--- config.mk ---
export PLATFORM = sky130hd
export DESIGN_NAME = compressed_image_reader
export DESIGN_NICKNAME = d
export VERILOG_FILES = /design/src/rtl/comp_img_pkg.sv /design/src/rtl/comp_rd_fifo.sv /design/src/rtl/compressed_image_reader.sv
export SDC_FILE = /design/constraint.sdc
export NUM_CORES = 1
export LEC_CHECK = 0
export ABC_AREA = 0
export ABC_CLOCK_PERIOD_IN_PS = 4500
export CAP_MARGIN = 20
export CORE_MARGIN = 10
export CORE_UTILIZATION = 40
export CTS_CLUSTER_DIAMETER = 150
export CTS_CLUSTER_SIZE = 25
export DETAILED_ROUTE_END_ITERATION = 8
export HOLD_SLACK_MARGIN = 0.06
export SLEW_MARGIN = 20
export SYNTH_ARGS = -nofsm -noshare
export SYNTH_HDL_FRONTEND = slang
export SYNTH_HIERARCHICAL = 1
export SYNTH_SLANG_ARGS = --single-unit
--- constraint.sdc ---
create_clock -name clk -period 4.5 [get_ports clk]
set_input_delay 1.35 -clock clk [delete_from_list [all_inputs] [get_ports clk]]
set_output_delay 1.35 -clock clk [all_outputs]
set_load 0.01 [all_outputs]
--- src/rtl/comp_img_pkg.sv ---
// Shared definitions for the compressed image reader.
// Holds the compressed-image geometry, the pixel type and the read FSM
// state encoding used by compressed_image_reader and its FIFO.
package comp_img_pkg;

    localparam int IMG_W     = 28;
    localparam int IMG_H     = 28;
    localparam int NPIX      = IMG_W * IMG_H;
    localparam int PIX_W     = 8;
    localparam int ADDR_W    = 10;
    localparam int LAST_ADDR = NPIX - 1;

    typedef logic [PIX_W-1:0] pix_t;

    typedef enum logic [1:0] {
        IDLE,
        READ,
        DRAIN
    } rd_state_t;

endpackage

--- src/rtl/comp_rd_fifo.sv ---
// Small synchronous FIFO between the SRAM read port and the pixel stream.
// Carries pixel data only; row/column tags are produced on the output side.
// Ports:
//   clk, rst_n   clock and asynchronous active-low reset
//   push         write push_data this cycle
//   push_data    data to store
//   pop          consumer accepts the head entry (ignored when empty)
//   pop_data     head entry, held until popped
//   not_empty    registered non-empty flag (drives pix_valid)
//   count        registered occupancy, used for read credit
module comp_rd_fifo #(
    parameter int DEPTH = 3,
    parameter int WIDTH = 8
) (
    input  logic                           clk,
    input  logic                           rst_n,
    input  logic                           push,
    input  logic [WIDTH-1:0]               push_data,
    input  logic                           pop,
    output logic [WIDTH-1:0]               pop_data,
    output logic                           not_empty,
    output logic [$clog2(DEPTH+1)-1:0]     count
);

    localparam int PW = (DEPTH > 1) ? $clog2(DEPTH) : 1;
    localparam int CW = $clog2(DEPTH + 1);

    logic [WIDTH-1:0] mem [DEPTH];
    logic [PW-1:0]    wr_ptr;
    logic [PW-1:0]    rd_ptr;
    logic [CW-1:0]    count_next;
    logic             do_push;
    logic             do_pop;

    // A pop frees its slot in the same cycle, so a full FIFO may still
    // accept a push when the head is being consumed.
    assign do_pop   = pop && not_empty;
    assign do_push  = push && ((count != CW'(DEPTH)) || do_pop);
    assign pop_data = mem[rd_ptr];

    always_comb begin
        count_next = count;
        if (do_push && !do_pop) begin
            count_next = count + 1'b1;
        end else if (!do_push && do_pop) begin
            count_next = count - 1'b1;
        end
    end

    always_ff @(posedge clk or negedge rst_n) begin
        if (!rst_n) begin
            for (int i = 0; i < DEPTH; i++) begin
                mem[i] <= '0;
            end
            wr_ptr    <= '0;
            rd_ptr    <= '0;
            count     <= '0;
            not_empty <= 1'b0;
        end else begin
            if (do_push) begin
                mem[wr_ptr] <= push_data;
                wr_ptr      <= (wr_ptr == PW'(DEPTH - 1)) ? '0 : wr_ptr + 1'b1;
            end
            if (do_pop) begin
                rd_ptr <= (rd_ptr == PW'(DEPTH - 1)) ? '0 : rd_ptr + 1'b1;
            end
            count     <= count_next;
            not_empty <= (count_next != '0);
        end
    end

endmodule

--- src/rtl/compressed_image_reader.sv ---
// Streams the 28x28 compressed image out of on-chip SRAM in row-major order
// over a valid/ready interface, keeping SRAM reads back-to-back and absorbing
// read latency and back-pressure in a RD_LAT+2 deep FIFO.
// Ports:
//   clk, rst_n               clock and asynchronous active-low reset
//   start                    one-cycle pulse starting a frame (ignored unless idle)
//   busy, done               frame in progress / one-cycle end-of-frame pulse
//   sram_rd_en/addr/data     SRAM read port, data returns RD_LAT cycles after enable
//   pix_out/row/col/last     streamed pixel with its position and last-pixel flag
//   pix_valid, pix_ready     output handshake
// Build option: define COMP_RD_INVERT_EN to output 255 - pixel (white-on-black).
module compressed_image_reader
    import comp_img_pkg::*;
#(
    parameter int IMG_W  = comp_img_pkg::IMG_W,
    parameter int IMG_H  = comp_img_pkg::IMG_H,
    parameter int PIX_W  = comp_img_pkg::PIX_W,
    parameter int ADDR_W = comp_img_pkg::ADDR_W,
    parameter int RD_LAT = 1
) (
    input  logic              clk,
    input  logic              rst_n,
    input  logic              start,
    output logic              busy,
    output logic              done,
    output logic              sram_rd_en,
    output logic [ADDR_W-1:0] sram_rd_addr,
    input  logic [PIX_W-1:0]  sram_rd_data,
    output logic [PIX_W-1:0]  pix_out,
    output logic [4:0]        pix_row,
    output logic [4:0]        pix_col,
    output logic              pix_last,
    output logic              pix_valid,
    input  logic              pix_ready
);

    localparam int DEPTH = RD_LAT + 2;
    localparam int CW    = $clog2(DEPTH + 1);
    localparam logic [ADDR_W-1:0] LAST = ADDR_W'(IMG_W * IMG_H - 1);

    rd_state_t        state;
    logic [RD_LAT-1:0] en_pipe;
    logic [CW-1:0]    fifo_count;
    logic [3:0]       inflight;
    logic [3:0]       credit_used;
    logic             fifo_push;
    logic             handshake;
    logic [PIX_W-1:0] fifo_data;

    // Reads in flight are the enables still travelling through the latency
    // pipe. Credit uses the registered occupancy only, with no allowance for
    // a pop happening in the same cycle.
    always_comb begin
        inflight = '0;
        for (int i = 0; i < RD_LAT; i++) begin
            inflight = inflight + 4'(en_pipe[i]);
        end
        credit_used = 4'(fifo_count) + inflight;
    end

    assign sram_rd_en = (state == READ) && (credit_used < 4'(DEPTH));
    assign fifo_push  = en_pipe[RD_LAT-1];
    assign handshake  = pix_valid && pix_ready;
    assign pix_last   = (pix_row == 5'(IMG_H - 1)) && (pix_col == 5'(IMG_W - 1));

    // Frame sequencing: READ issues addresses 0..LAST, DRAIN waits for the
    // final handshake, done pulses the cycle after it.
    always_ff @(posedge clk or negedge rst_n) begin
        if (!rst_n) begin
            state        <= IDLE;
            sram_rd_addr <= '0;
            busy         <= 1'b0;
            done         <= 1'b0;
        end else begin
            done <= 1'b0;
            case (state)
                IDLE: begin
                    if (start) begin
                        state        <= READ;
                        sram_rd_addr <= '0;
                        busy         <= 1'b1;
                    end
                end
                READ: begin
                    if (sram_rd_en) begin
                        if (sram_rd_addr == LAST) begin
                            state <= DRAIN;
                        end else begin
                            sram_rd_addr <= sram_rd_addr + 1'b1;
                        end
                    end
                end
                DRAIN: begin
                    if (handshake && pix_last) begin
                        state <= IDLE;
                        busy  <= 1'b0;
                        done  <= 1'b1;
                    end
                end
                default: state <= IDLE;
            endcase
        end
    end

    // Delays each read enable by RD_LAT cycles so the push lines up with the
    // SRAM returning that read's data.
    always_ff @(posedge clk or negedge rst_n) begin
        if (!rst_n) begin
            en_pipe <= '0;
        end else begin
            en_pipe <= RD_LAT'({en_pipe, sram_rd_en});
        end
    end

    // Output position counter; advances only on handshake and wraps to 0,0
    // after the last pixel so the next frame starts clean.
    always_ff @(posedge clk or negedge rst_n) begin
        if (!rst_n) begin
            pix_row <= '0;
            pix_col <= '0;
        end else if (handshake) begin
            if (pix_col == 5'(IMG_W - 1)) begin
                pix_col <= '0;
                pix_row <= (pix_row == 5'(IMG_H - 1)) ? '0 : pix_row + 1'b1;
            end else begin
                pix_col <= pix_col + 1'b1;
            end
        end
    end

    comp_rd_fifo #(
        .DEPTH (DEPTH),
        .WIDTH (PIX_W)
    ) u_fifo (
        .clk       (clk),
        .rst_n     (rst_n),
        .push      (fifo_push),
        .push_data (sram_rd_data),
        .pop       (pix_ready),
        .pop_data  (fifo_data),
        .not_empty (pix_valid),
        .count     (fifo_count)
    );

`ifdef COMP_RD_INVERT_EN
    // Inverted output is gated by valid so the idle/reset output stays 0.
    assign pix_out = pix_valid ? ({PIX_W{1'b1}} - fifo_data) : '0;
`else
    assign pix_out = fifo_data;
`endif

endmodule

== After elaboration in Yosys (flattened, before gate mapping) ==
Index checks and enable logic that the tools add are counted.

* Equality and inequality tests: 13
* Order comparisons: 4
* Multiplexer cells: 26
* Bitwise gates (word level): 2
* Reductions and logical operators: 19
* $add $sub $neg: 8

{| class="wikitable"
|+ Operators with widths
! kind !! count
|-
| $mux 10 || 3
|-
| $bwmux 24 || 1
|-
| $mux 8 || 3
|-
| $pmux 10 s2 || 1
|-
| $bmux 8 s2 || 1
|-
| $demux 8 s2 || 1
|-
| $mux 2 || 8
|-
| $add 10x1->10 const B || 1
|-
| $add 5x1->5 const B || 2
|-
| $eq 10x10->1 const B || 1
|-
| $eq 5x5->1 const B || 2
|-
| $mux 5 || 2
|-
| $ne 2x2->1 const B || 5
|-
| $logic_and 1x1->1 || 8
|-
| $reduce_and 4->1 || 2
|-
| $add 2x1->2 const B || 3
|-
| $eq 2x2->1 const B || 3
|-
| $ge 3x3->1 const B || 2
|-
| $not 2->3 || 2
|-
| $pmux 2 s3 || 1
|-
| $reduce_bool 2->1 || 3
|-
| $mux 1 || 4
|-
| $add 2x1->3 || 1
|-
| $lt 3x1->1 const B || 1
|-
| 10 further kinds || 11
|}

* Bits in registers: 56
* Output and inout port bits: 33
* Input port bits: 12
* Logic and storage cells: 86

== Longest topological paths before layout ==
Gate-level depths: netlist of run 1.

* Depth in word-level cells: 8
* Mapped depth: 8
* Depth with buffers taken out: 7

== By module ==
Netlist of run 1, hierarchy kept.

{| class="wikitable"
|+ Modules (own cells, without submodules)
! module !! instances !! sequential area each (sq um) !! area each (sq um) !! cells an instance
|-
| comp_rd_fifo || 1 || 775.7 || 1473.9 || 115
|-
| compressed_image_reader || 1 || 625.6 || 1383.8 || 136
|}

== Worst setup path before layout of run 1 ==
Ideal clock, no wire load.

* Path kind: register -> output
* From: reg u_fifo.count[0]
* To: out sram_rd_en
* Slack: 1643 ps
* Data required time: 3150 ps
* Arrival: 1507 ps
* Stages on the path, launching flop included: 6
* Path buffers: 0
* Cells stage by stage: dfrtp_1 > ha_1 > ha_1 > a211oi_4 > nand2_4 > inv_1

* Longest elaborated chain between the ends: 3

{| class="wikitable"
|+ RTL lines
! what !! line !! source
|-
| start, declared || comp_rd_fifo.sv:22 || <nowiki>output logic [$clog2(DEPTH+1)-1:0] count</nowiki>
|-
| start signal, assigned || comp_rd_fifo.sv:67 || <nowiki>count <= count_next;</nowiki>
|-
| $add 2x1->3 || compressed_image_reader.sv:58 || <nowiki>credit_used = 4'(fifo_count) + inflight;</nowiki>
|-
| $lt 3x2->1 || compressed_image_reader.sv:61 || <nowiki>assign sram_rd_en = (state == READ) && (credit_used < 4'(DEPTH));</nowiki>
|-
| $logic_and 1x1->1 || compressed_image_reader.sv:61 ||
|-
| end, declared || compressed_image_reader.sv:26 || <nowiki>output logic sram_rd_en,</nowiki>
|}

No other way between the ends.

== Worst setup path after layout of run 1 ==
* From: reg en_pipe
* To: out sram_rd_en

* Longest elaborated chain between the ends: 3

{| class="wikitable"
|+ RTL lines
! what !! line !! source
|-
| start, declared || compressed_image_reader.sv:42 || <nowiki>logic [RD_LAT-1:0] en_pipe;</nowiki>
|-
| start signal, assigned || compressed_image_reader.sv:111 || <nowiki>en_pipe <= RD_LAT'({en_pipe, sram_rd_en});</nowiki>
|-
| $add 2x1->3 || compressed_image_reader.sv:58 ||
|-
| $lt 3x2->1 || compressed_image_reader.sv:61 ||
|-
| $logic_and 1x1->1 || compressed_image_reader.sv:61 ||
|}

No other way between the ends.

==> summary.md, run 1 <==
| Metric | Value |
|---|---|
| Status | finished clean |
| Top cells by area, synth | dfrtp_1 49%, mux2_2 7.9%, mux2_4 4.2% |
| Share of layout cells above drive strength 1 | 16.0% |
| Fmax | roughly 0.26 GHz |
| LEAKAGE | between 1 and 1.5 nW |
| Final hold vios | 0 |
| Origin of the worst setup path | en_pipe |
| Reg2reg end | sram_rd_addr[7] |
| Die area | about 11000 µm² |
| Fillers | approximately 630 |
| Ports | between 40 and 50 |
| Cell Pwr Density | around 690 nW/µm² |
| Final Setup Violations | 0 |
| Yosys top cell area share | around half |
| Row cnt | 30 |
| PnR worst setup slack | 0.591 ns |
| Post-DRT Antenna Nets | 0 |
| Mean Syn Cell Area | roughly 11 µm² |
| GPL Wtd Cong | 0.758 |
| #FFs+latches synth | 56 |
| GRT Overall Usage | between 10% and 20% |
| Grt ovf | 0 |
| RSZ-0062 raised after global routing | no |
| CTS tree | done |
| First-pass iteration count of the detailed router | 4 |
| Synthesized instance count | 251 |
| Layout area overhead | 21.0% |
| Die height | around 100 µm |
| Post-Synth Adder-Cell Area | under 10% |
| Synth Warn # | 6 |
| Relative slew slack | between 40% and 50% |
| VDD IR max | between 0.2 and 0.3 mV |
| Vias in the first global route | ~2100 |
| Simple-Gate Fraction of Synth Area | between 10% and 20% |
| Number of antenna repair diodes | 0 |
| Post-synthesis sequential area ratio | roughly half |
| Pre-CTS setup slack | a little over 0.9 ns |
| Core area | slightly below 7000 µm² |
| Critical Path Start Type | register |
| Total number of vias | 2055 |
| Crit Path Category | reg -> out |
| WL final | around 6000 µm |
| DR WL/cell | about 16 µm |
| CP Capture Point | sram_rd_en |
| Post-CTS Hold Buffers | 0 |
| XOR/XNOR share of the synthesized area | less than 1% |
| Initial Utilization | a little over two fifths |
| First-pass GRT wire length | between 10000 and 15000 µm |
| Fin util | between 50% and 60% |
| R2r startpoint | en_pipe |
| Worst path required time | about 3.2 ns |
| Drt initial violations | slightly below 90 |
| Main flop type after synthesis | dfrtp_1 |
| Clock skew | 0.00524 ns |
| Asr flop ratio synth | 100% |
| Largest net degree at the start of global routing | 30 |
| Post-synth EDFFs | 0 |
| Crit. End Element | primary output |
| CTS resizes | 0 |
| Clk slew on worst S/H paths | ~0.1 ns |
| DR DRC count | 0 |
| Initial antenna violation count | 0 |
| Tcrit/Tclk final | about 87% |
| Post-layout minimum cycle time | approximately 3.9 ns |
| H-tree lvl count | 2 |
| Root Buffer | clkbuf_8 |
| Synth unique cells | 52 |
| Max Cap Viol | 0 |
| Post-CTS setup buffers | 0 |
| Netlist Area Pre-Place | about 2900 µm² |
| R2R setup slack | between 2 and 2.5 ns |
| CP arrival | between 2 and 3 ns |
| Largest family of logic cells by synthesized area | simple AND/OR/NAND/NOR gates |
| Die Wd | between 100 and 150 µm |
| Dpl hpwl | 4310 µm |
| Clock buffer depth | 2 |
| Slew of the pin with the lowest slew margin | roughly 0.76 ns |
| TNS Setup | 0 ns |
| Mux cell area share after synthesis | 15.9% |
| CTS buffer count | 5 |
| TritonCTS sink count | 56 |
| Via-to-Cell Ratio | around 5.3 |
| Worst R2R Path Depth | 7 |
| Mapped Nets | 269 |
| Cell taking the most area after synthesis | dfrtp_1 |
| Clock Latency Late Sink | about 0.3 ns |
| Compound-Gate Fraction of Synth Area | between 10% and 20% |
| Worst min path class | reg -> reg |
| Final slew viol count | 0 |
| Crit Path Max Fanout | 10 |
| Fin nets | a little over 300 |
| Port Buf Inserts | 44 |
-- layout make-up --
cell class,count,area (µm²),share of cell area (%)
clock buffer,6,72.6,2.10
clock inverter,2,35.0,1.01
inverter,3,11.3,0.326
multi-input combinational,181,1380,39.8
sequential,56,1400,40.5
tap,96,120,3.47
timing repair buffer,45,443,12.8
-- metal layers --
layer  routed length, µm  up-vias  track usage, %
met2                2860       40            18.4
met1                2920     1008            14.6
met5                   0        -               0
met4                  31        0            2.98
li1                    -     1005               -
met3                 360        2            4.03
-- state kept, by name (all words and copies together), names as in the netlist --
register	cells
pix_col	5
sram_rd_addr	10
u_fifo/not_empty	1
done	1
u_fifo/mem	24
state	2
u_fifo/wr_ptr	2
u_fifo/rd_ptr	2
en_pipe	1
pix_row	5
u_fifo/count	2
busy	1
-- synth_stat cells (all sizes together) (2+ instances only) --
cell,n
buf,6
nor2,5
or3,2
and3,2
o311ai,3
inv,3
clkbuf,5
nand4b,2
a21o,3
o211ai,5
dfrtp,56
nor2b,2
ha,6
nor4,2
and4b,2
mux2,28
a211oi,3
o31ai,5
o21ai,21
a31o,3
and2,2
nand3,14
nand2,28
a21oi,5
nand4,3
mux2i,11
nor3,2
nand2b,7
-- cell families after synthesis --
family | Yosys count
muxes | 39
and+or+nand+nor | 80
AOI/OAI and AO/OA | 54
DFF | 56
buffers and inverters | 14
xor gates and xnor gates | 2
adders and majority gates | 6
-- through the flow --
step / instance area [µm²] / hold slack, ns / power (mW) / std cells
4_1_cts: 3460 / 0.519 / 2.41 / 389
3_5_place_dp: 3350 / 0.491 / 2.07 / 381
3_3_place_gp: 3350 / 0.489 / 2.05 / 381
5_1_grt: 3460 / 0.525 / 2.56 / 389
6_report: 3460 / 0.517 / 2.37 / 389
2_1_floorplan: 2860 / 0.480 / 1.65 / 251
-- power breakdown --
group	switching [mW]	internal [mW]
Combinational	0.480	0.624
Sequential	0.232	0.711
Clock	0.160	0.166
Total	0.872	1.50
-- cell usage in the layout (no fill, tap or decap), types with 2 or more instances in the layout --
master,synthesis,routed
dfrtp_1,56,56
clkdlybuf4s50_1,0,43
nand2_1,27,27
o21ai_0,21,21
mux2_2,20,20
nand3_1,14,14
mux2i_1,11,11
mux2_4,8,8
nand2b_1,7,7
ha_1,6,6
nor2_1,5,5
o211ai_1,5,5
a21oi_1,5,5
o31ai_1,5,5
clkbuf_8,0,5
inv_1,3,3
nand4_1,3,3
a31o_2,3,3
o311ai_0,3,3
a21o_1,3,3
nand4b_1,2,2
and4b_1,2,2
and2_1,2,2
or3_1,2,2
a211oi_1,2,2
and3_1,2,2
nor2b_1,2,2
-- worst max-delay path, cell delays in order (launching register included) --
cell and delay [ns]:
dfrtp_1 0.49, ha_1 0.25, ha_1 0.32, a211oi_4 0.36, nand2_4 0.14, inv_1 0.14, clkdlybuf4s50_1 0.55
-- worst min path at each step --
stage              startpoint              to  cells after the start
2_1_floorplan  u_fifo/mem[10]  u_fifo/mem[10]                      1
3_3_place_gp   u_fifo/mem[17]  u_fifo/mem[17]                      1
3_5_place_dp   u_fifo/mem[17]  u_fifo/mem[17]                      1
4_1_cts        u_fifo/mem[17]  u_fifo/mem[17]                      1
5_1_grt        u_fifo/mem[15]  u_fifo/mem[15]                      1
6_report       u_fifo/mem[17]  u_fifo/mem[17]                      1
(Power assumes the default switching activity.)
==> run 2, diff against run 1 <==
--- a/config.mk
+++ b/config.mk
@@ -8,7 +8,6 @@
 export ABC_AREA = 0
 export ABC_CLOCK_PERIOD_IN_PS = 4500
 export CAP_MARGIN = 20
-export CORE_MARGIN = 10
 export CORE_UTILIZATION = 40
 export CTS_CLUSTER_DIAMETER = 150
 export CTS_CLUSTER_SIZE = 25
==> summary.md, run 2 (synthesized netlist as in run 1, its figures left out) <==
| Metric | Value |
|---|---|
| Status | finished clean |
| CP arrival | 2.58 ns (+0.02 ns) |
| Commonest non-fill, non-tap cells in the layout | 56 x dfrtp_1, 43 x clkdlybuf4s50_1, 27 x nand2_1 |
| CTS buffer count | 5 (unchanged) |
| Vias in the first global route | 1939 (-9.1%) |
| Post-layout minimum cycle time | 3.93 ns (+0.0222 ns) |
| Fmax | 0.254 GHz (-0.56%) |
| Cell Pwr Density | 683 nW/µm² (-0.45%) |
| Top flop regs | u_fifo/mem (24), sram_rd_addr (10) |
| Row cnt | 30 (unchanged) |
| Most common cell after layout, fill and taps aside | dfrtp_1 |
| Post-CTS Hold Buffers | 0 (unchanged) |
| Die area | 7490 µm² (-31%) |
| GRT Overall Usage | 16.1% (+4.6 points) |
| Fin nets | 310 (unchanged) |
| Clock Latency Late Sink | 0.31 ns (about the same) |
| Final Setup Violations | 0 (unchanged) |
| Initial antenna violation count | 0 (unchanged) |
| CTS tree | done |
| Critical Path Start Type | register |
| Largest net degree at the start of global routing | 42 (+40%) |
| Layout area overhead | 21.0% (unchanged) |
| Clk slew on worst S/H paths | 0.10 ns (about the same) |
| Initial Utilization | 41.8% (+0.23 points) |
| Multi-input gate area | 1380 µm² (unchanged) |
| TNS Setup | 0 ns (unchanged) |
| Fillers | 659 (+3.9%) |
| Post-DRT Antenna Nets | 0 (unchanged) |
| Die Wd | 86.5 µm (-17%) |
| Post-CTS setup buffers | 0 (unchanged) |
| Dpl cell area | 3350 µm² (unchanged) |
| LEAKAGE | 1.44 nW (unchanged) |
| First-pass iteration count of the detailed router | 4 (unchanged) |
| Worst min path class | reg -> reg |
| Root Buffer | clkbuf_8 |
| Dpl hpwl | 3860 µm (-10%) |
| Post-route cell area | 3460 µm² (unchanged) |
| Number of antenna repair diodes | 0 (unchanged) |
| Clock skew | 0.00689 ns (+0.00165 ns) |
| Hold_ws | 0.517 ns (-0.000144 ns) |
| Total number of vias | 2052 (-0.15%) |
| Placed Instances | 381 (unchanged) |
| Relative slew slack | 38.4% (-11 points) |
| Port Buf Inserts | 44 (unchanged) |
| VDD IR max | 0.373 mV (+27%) |
| Crit Path Category | reg -> out |
| WL final | 5680 µm (-8.0%) |
| First-pass GRT wire length | 9450 µm (-11%) |
| Clock buffer depth | 2 (unchanged) |
| Grt ovf | 0 (unchanged) |
| Largest register by flop count | u_fifo/mem |
| Tcrit/Tclk final | 87.4% (+0.49 points) |
| H-tree lvl count | 2 (unchanged) |
| Max Cap Viol | 0 (unchanged) |
| Layout Cells excl Fill | 389 (unchanged) |
| Register area | 1400 µm² (unchanged) |
| PnR worst setup slack | 0.569 ns (-0.0222 ns) |
| Final slew viol count | 0 (unchanged) |
| Slew of the pin with the lowest slew margin | 0.925 ns (+0.168 ns) |
| Core area | 6830 µm² (-0.55%) |
| TritonCTS sink count | 56 (unchanged) |
| Crit Path Max Fanout | 10 (unchanged) |
| RSZ-0062 raised after global routing | no |
| Via-to-Cell Ratio | 5.28 (-0.15%) |
| Max reg flops | 24 (unchanged) |
| Pre-CTS setup slack | 0.935 ns (+0.0160 ns) |
| Worst path required time | 3.15 ns (about the same) |
| Final hold vios | 0 (unchanged) |
| DR DRC count | 0 (unchanged) |
| GPL Wtd Cong | 0.763 (+0.74%) |
| DR WL/cell | 14.6 µm (-8.0%) |
| Crit. End Element | primary output |
| Ports | 45 (unchanged) |
| Share of layout cells above drive strength 1 | 16.0% (unchanged) |
| CTS resizes | 0 (unchanged) |
| Drt initial violations | 83 (-5.7%) |
| Die height | 86.5 µm (-17%) |
run 2: cell counts in the layout (fill, tap and decap cells not counted):
Identical to the previous run, type by type.
run 2: metrics by stage:
stage                     utilization (%)  total power [mW]
after floorplan                         -              1.65
after global placement               49.0              2.04
after detailed placement             49.0              2.05
after CTS                            50.6              2.39
after global routing                 50.6              2.54
final                                50.6              2.36
run 2: path summary, 6_finish.rpt:
kind                            cells after the start     startpoint  slack (ns)               to
worst max-delay path                                6        en_pipe        0.57       sram_rd_en
worst min-delay path                                1  u_fifo/mem[7]        0.52    u_fifo/mem[7]
worst max register to register                      7        en_pipe        2.15  sram_rd_addr[5]
worst min register to register                      1  u_fifo/mem[7]        0.52    u_fifo/mem[7]
max in group asynchronous                           2          rst_n        2.57   u_fifo/mem[18]
min in group asynchronous                           1          rst_n        1.17    u_fifo/mem[4]
run 2: cell type report:
cell class	instances	area share [%]
flip-flops and latches	56	40.5
well taps	96	3.47
inverters	3	0.326
repair buffers	45	12.8
multi-input cells	181	39.8
clock inverters	2	1.01
clock buffers	6	2.10
run 2: routing by layer:
| layer | track usage, % | up-vias | routed length (µm) |
|---|---|---|---|
| met1 | 23.4 | 1003 | 2810 |
| met5 | 0 | - | 0 |
| met3 | 3.52 | 4 | 245 |
| li1 | - | 1004 | - |
| met4 | 4.09 | 0 | 40 |
| met2 | 24.6 | 41 | 2580 |
run 2: power by group:
| group | switching (mW) | leakage (nW) | internal, mW |
|---|---|---|---|
| Clock | 0.158 | 0.0552 | 0.165 |
| Sequential | 0.234 | 0.691 | 0.711 |
| Combinational | 0.469 | 0.696 | 0.624 |
run 2: worst max-delay path, stage by stage, from the launching register on:
cell and delay [ns]:
dfrtp_1 0.50, ha_1 0.25, ha_1 0.32, a211oi_4 0.37, nand2_4 0.14, inv_1 0.15
clkdlybuf4s50_1 0.55
==> run 3, diff against run 2 <==
--- a/config.mk
+++ b/config.mk
@@ -5,9 +5,7 @@
 export SDC_FILE = /design/constraint.sdc
 export NUM_CORES = 1
 export LEC_CHECK = 0
-export ABC_AREA = 0
-export ABC_CLOCK_PERIOD_IN_PS = 4500
-export CAP_MARGIN = 20
+export ABC_CLOCK_PERIOD_IN_PS = 4300
 export CORE_UTILIZATION = 40
 export CTS_CLUSTER_DIAMETER = 150
 export CTS_CLUSTER_SIZE = 25
==> constraint.sdc (replaced) <==
create_clock -name clk -period 4.3 [get_ports clk]
set_input_delay 1.29 -clock clk [delete_from_list [all_inputs] [get_ports clk]]
set_output_delay 1.29 -clock clk [all_outputs]
set_load 0.01 [all_outputs]
==> summary.md, run 3 (synthesized netlist as in run 1, its figures left out) <==
| Metric | Value |
|---|---|
| Switch Pwr | 905 µW (+5.1%) |
| Total number of vias | 2063 (+0.54%) |
| Post-CTS Hold Buffers | 0 (unchanged) |
| Ports | 45 (unchanged) |
| Crit. End Element | primary output |
| Register share of total power | 40.1% (about the same) |
| Port Buf Inserts | 44 (unchanged) |
| Drt initial violations | 79 (-4.8%) |
| Slowest CP cell | clkdlybuf4s50_1 |
| TNS Setup | 0 ns (unchanged) |
| Switching Fraction | 36.6% (+0.094 points) |
| Core area | 6830 µm² (unchanged) |
| CP dominant cell by count | ha_1 |
| Critical Path Start Type | register |
| Delay-heaviest family, CP | buffers and inverters |
| Layout Cells excl Fill | 389 (unchanged) |
| Fmax | around 0.26 GHz |
| CTS buffer count | 5 (unchanged) |
| Pre-CTS setup slack | 0.800 ns (-0.135 ns) |
| Cell Pwr Density | 716 nW/µm² (+4.8%) |
| Max Cap Viol | 0 (unchanged) |
| DR DRC count | 0 (unchanged) |
| Die Wd | 86.5 µm (unchanged) |
| Final slew viol count | 0 (unchanged) |
| Clk pwr share | 13.6% (about the same) |
| Hold_ws | 0.516 ns (-0.000801 ns) |
| Final Setup Violations | 0 (unchanged) |
| WL final | 5740 µm (+1.1%) |
| CP arrival | 2.56 ns (-0.02 ns) |
| Vias in the first global route | 1905 (-1.8%) |
| H-tree lvl count | 2 (unchanged) |
| TritonCTS sink count | 56 (unchanged) |
| Slowest stage delay, CP | 0.55 ns (about the same) |
| PnR worst setup slack | 0.451 ns (-0.118 ns) |
| RSZ-0062 raised after global routing | no |
| Crit Path Max Fanout | 10 (unchanged) |
| Initial antenna violation count | 0 (unchanged) |
| Grt ovf | 0 (unchanged) |
| Layout area overhead | 21.0% (unchanged) |
| Placed Instances | 381 (unchanged) |
| DR WL/cell | 14.8 µm (+1.1%) |
| Commonest non-fill, non-tap cells in the layout | 56 x dfrtp_1, 43 x clkdlybuf4s50_1, 27 x nand2_1 |
| Die height | 86.5 µm (unchanged) |
| Post-CTS setup buffers | 0 (unchanged) |
| Root Buffer | clkbuf_8 |
| Slew of the pin with the lowest slew margin | 0.776 ns (-0.148 ns) |
| VDD IR max | 0.367 mV (-1.6%) |
| Post-layout minimum cycle time | 3.85 ns |
| Fin nets | 310 (unchanged) |
| Largest net degree at the start of global routing | 31 (-26%) |
| Relative slew slack | 48.0% (+9.6 points) |
| R2R setup slack | 1.95 ns (-0.20 ns) |
| LEAKAGE | 1.44 nW (unchanged) |
| Worst path required time | 3.01 ns (-0.14 ns) |
| GPL Wtd Cong | 0.767 (+0.51%) |
| Largest register by flop count | u_fifo/mem |
| Int Power | 1.57 mW (+4.7%) |
| Share of layout cells above drive strength 1 | 16.0% (unchanged) |
| Row cnt | 30 (unchanged) |
| First-pass iteration count of the detailed router | 4 (unchanged) |
| Critical path, cell by cell | ha_1, ha_1, a211oi_4, nand2_4, inv_1, clkdlybuf4s50_1 |
| Clk slew on worst S/H paths | 0.10 ns (about the same) |
| Initial Utilization | 41.8% (unchanged) |
| GRT Overall Usage | 16.4% (+0.27 points) |
| Die area | 7490 µm² (unchanged) |
| Dpl hpwl | 3920 µm (+1.5%) |
| Clock buffer depth | 2 (unchanged) |
| Power share of the combinational group | 46.3% (about the same) |
| Number of antenna repair diodes | 0 (unchanged) |
| Crit Path Category | reg -> out |
| CTS tree | done |
| Worst min path class | reg -> reg |
| Most common cell after layout, fill and taps aside | dfrtp_1 |
| Final hold vios | 0 (unchanged) |
| Via-to-Cell Ratio | 5.30 (+0.54%) |
| Post-DRT Antenna Nets | 0 (unchanged) |
| Status | finished clean |
| Max reg flops | 24 (unchanged) |
| Tcrit/Tclk final | approximately nine tenths |
| Top flop regs | u_fifo/mem (24), sram_rd_addr (10) |
| First-pass GRT wire length | 9590 µm (+1.5%) |
| Clock Latency Late Sink | 0.30 ns (about the same) |
| Buf/Inv on CP | 2 (unchanged) |
| Clock skew | 0.00589 ns (-0.00100 ns) |
| CTS resizes | 0 (unchanged) |
-- run 3: cell counts in the layout (fill, tap and decap cells not counted) --
No cell type changed its count.
-- run 3: metal layers --
| layer | vias up | part of all wire (%) | GRT usage (%) |
|---|---|---|---|
| met1 | 990 | 50 | 24.2 |
| met5 | - | 0 | 0 |
| met3 | 4 | 5.0 | 3.71 |
| met2 | 58 | 44 | 24.5 |
| met4 | 0 | 0.57 | 3.94 |
| li1 | 1011 | - | - |
-- run 3: layout make-up --
class	instances	area, µm²
clock buffer	6	72.6
clock inverter	2	35.0
fill	646	3370
inverter	3	11.3
multi-input combinational	181	1380
sequential	56	1400
tap	96	120
timing repair buffer	45	443
-- run 3: power groups by stage --
| stage | Clock, mW | Combinational, mW | Sequential (mW) |
|---|---|---|---|
| final | 0.337 | 1.15 | 0.993 |
| after global routing | 0.368 | 1.26 | 1.04 |
| after CTS | 0.348 | 1.16 | 0.993 |
| after detailed placement | 0 | 1.15 | 1.00 |
| after global placement | 0 | 1.14 | 0.997 |
| after floorplan | 0 | 0.798 | 0.928 |
-- run 3: path summary, 6_finish.rpt --
| path | startpoint | end | cells after the start |
|---|---|---|---|
| min | u_fifo/mem[10] | u_fifo/mem[10] | 1 |
| min reg2reg | u_fifo/mem[10] | u_fifo/mem[10] | 1 |
| min in group asynchronous | rst_n | u_fifo/mem[4] | 1 |
| max reg2reg | en_pipe | sram_rd_addr[3] | 7 |
| max | en_pipe | sram_rd_en | 6 |
| max in group asynchronous | rst_n | u_fifo/mem[22] | 2 |
-- run 3: metrics by stage --
stage          utilization (%)  total power, mW  cell area, µm²
2_1_floorplan                -             1.73            2860
3_3_place_gp              49.0             2.13            3350
3_5_place_dp              49.0             2.16            3350
4_1_cts                   50.6             2.50            3460
5_1_grt                   50.6             2.66            3460
6_report                  50.6             2.48            3460
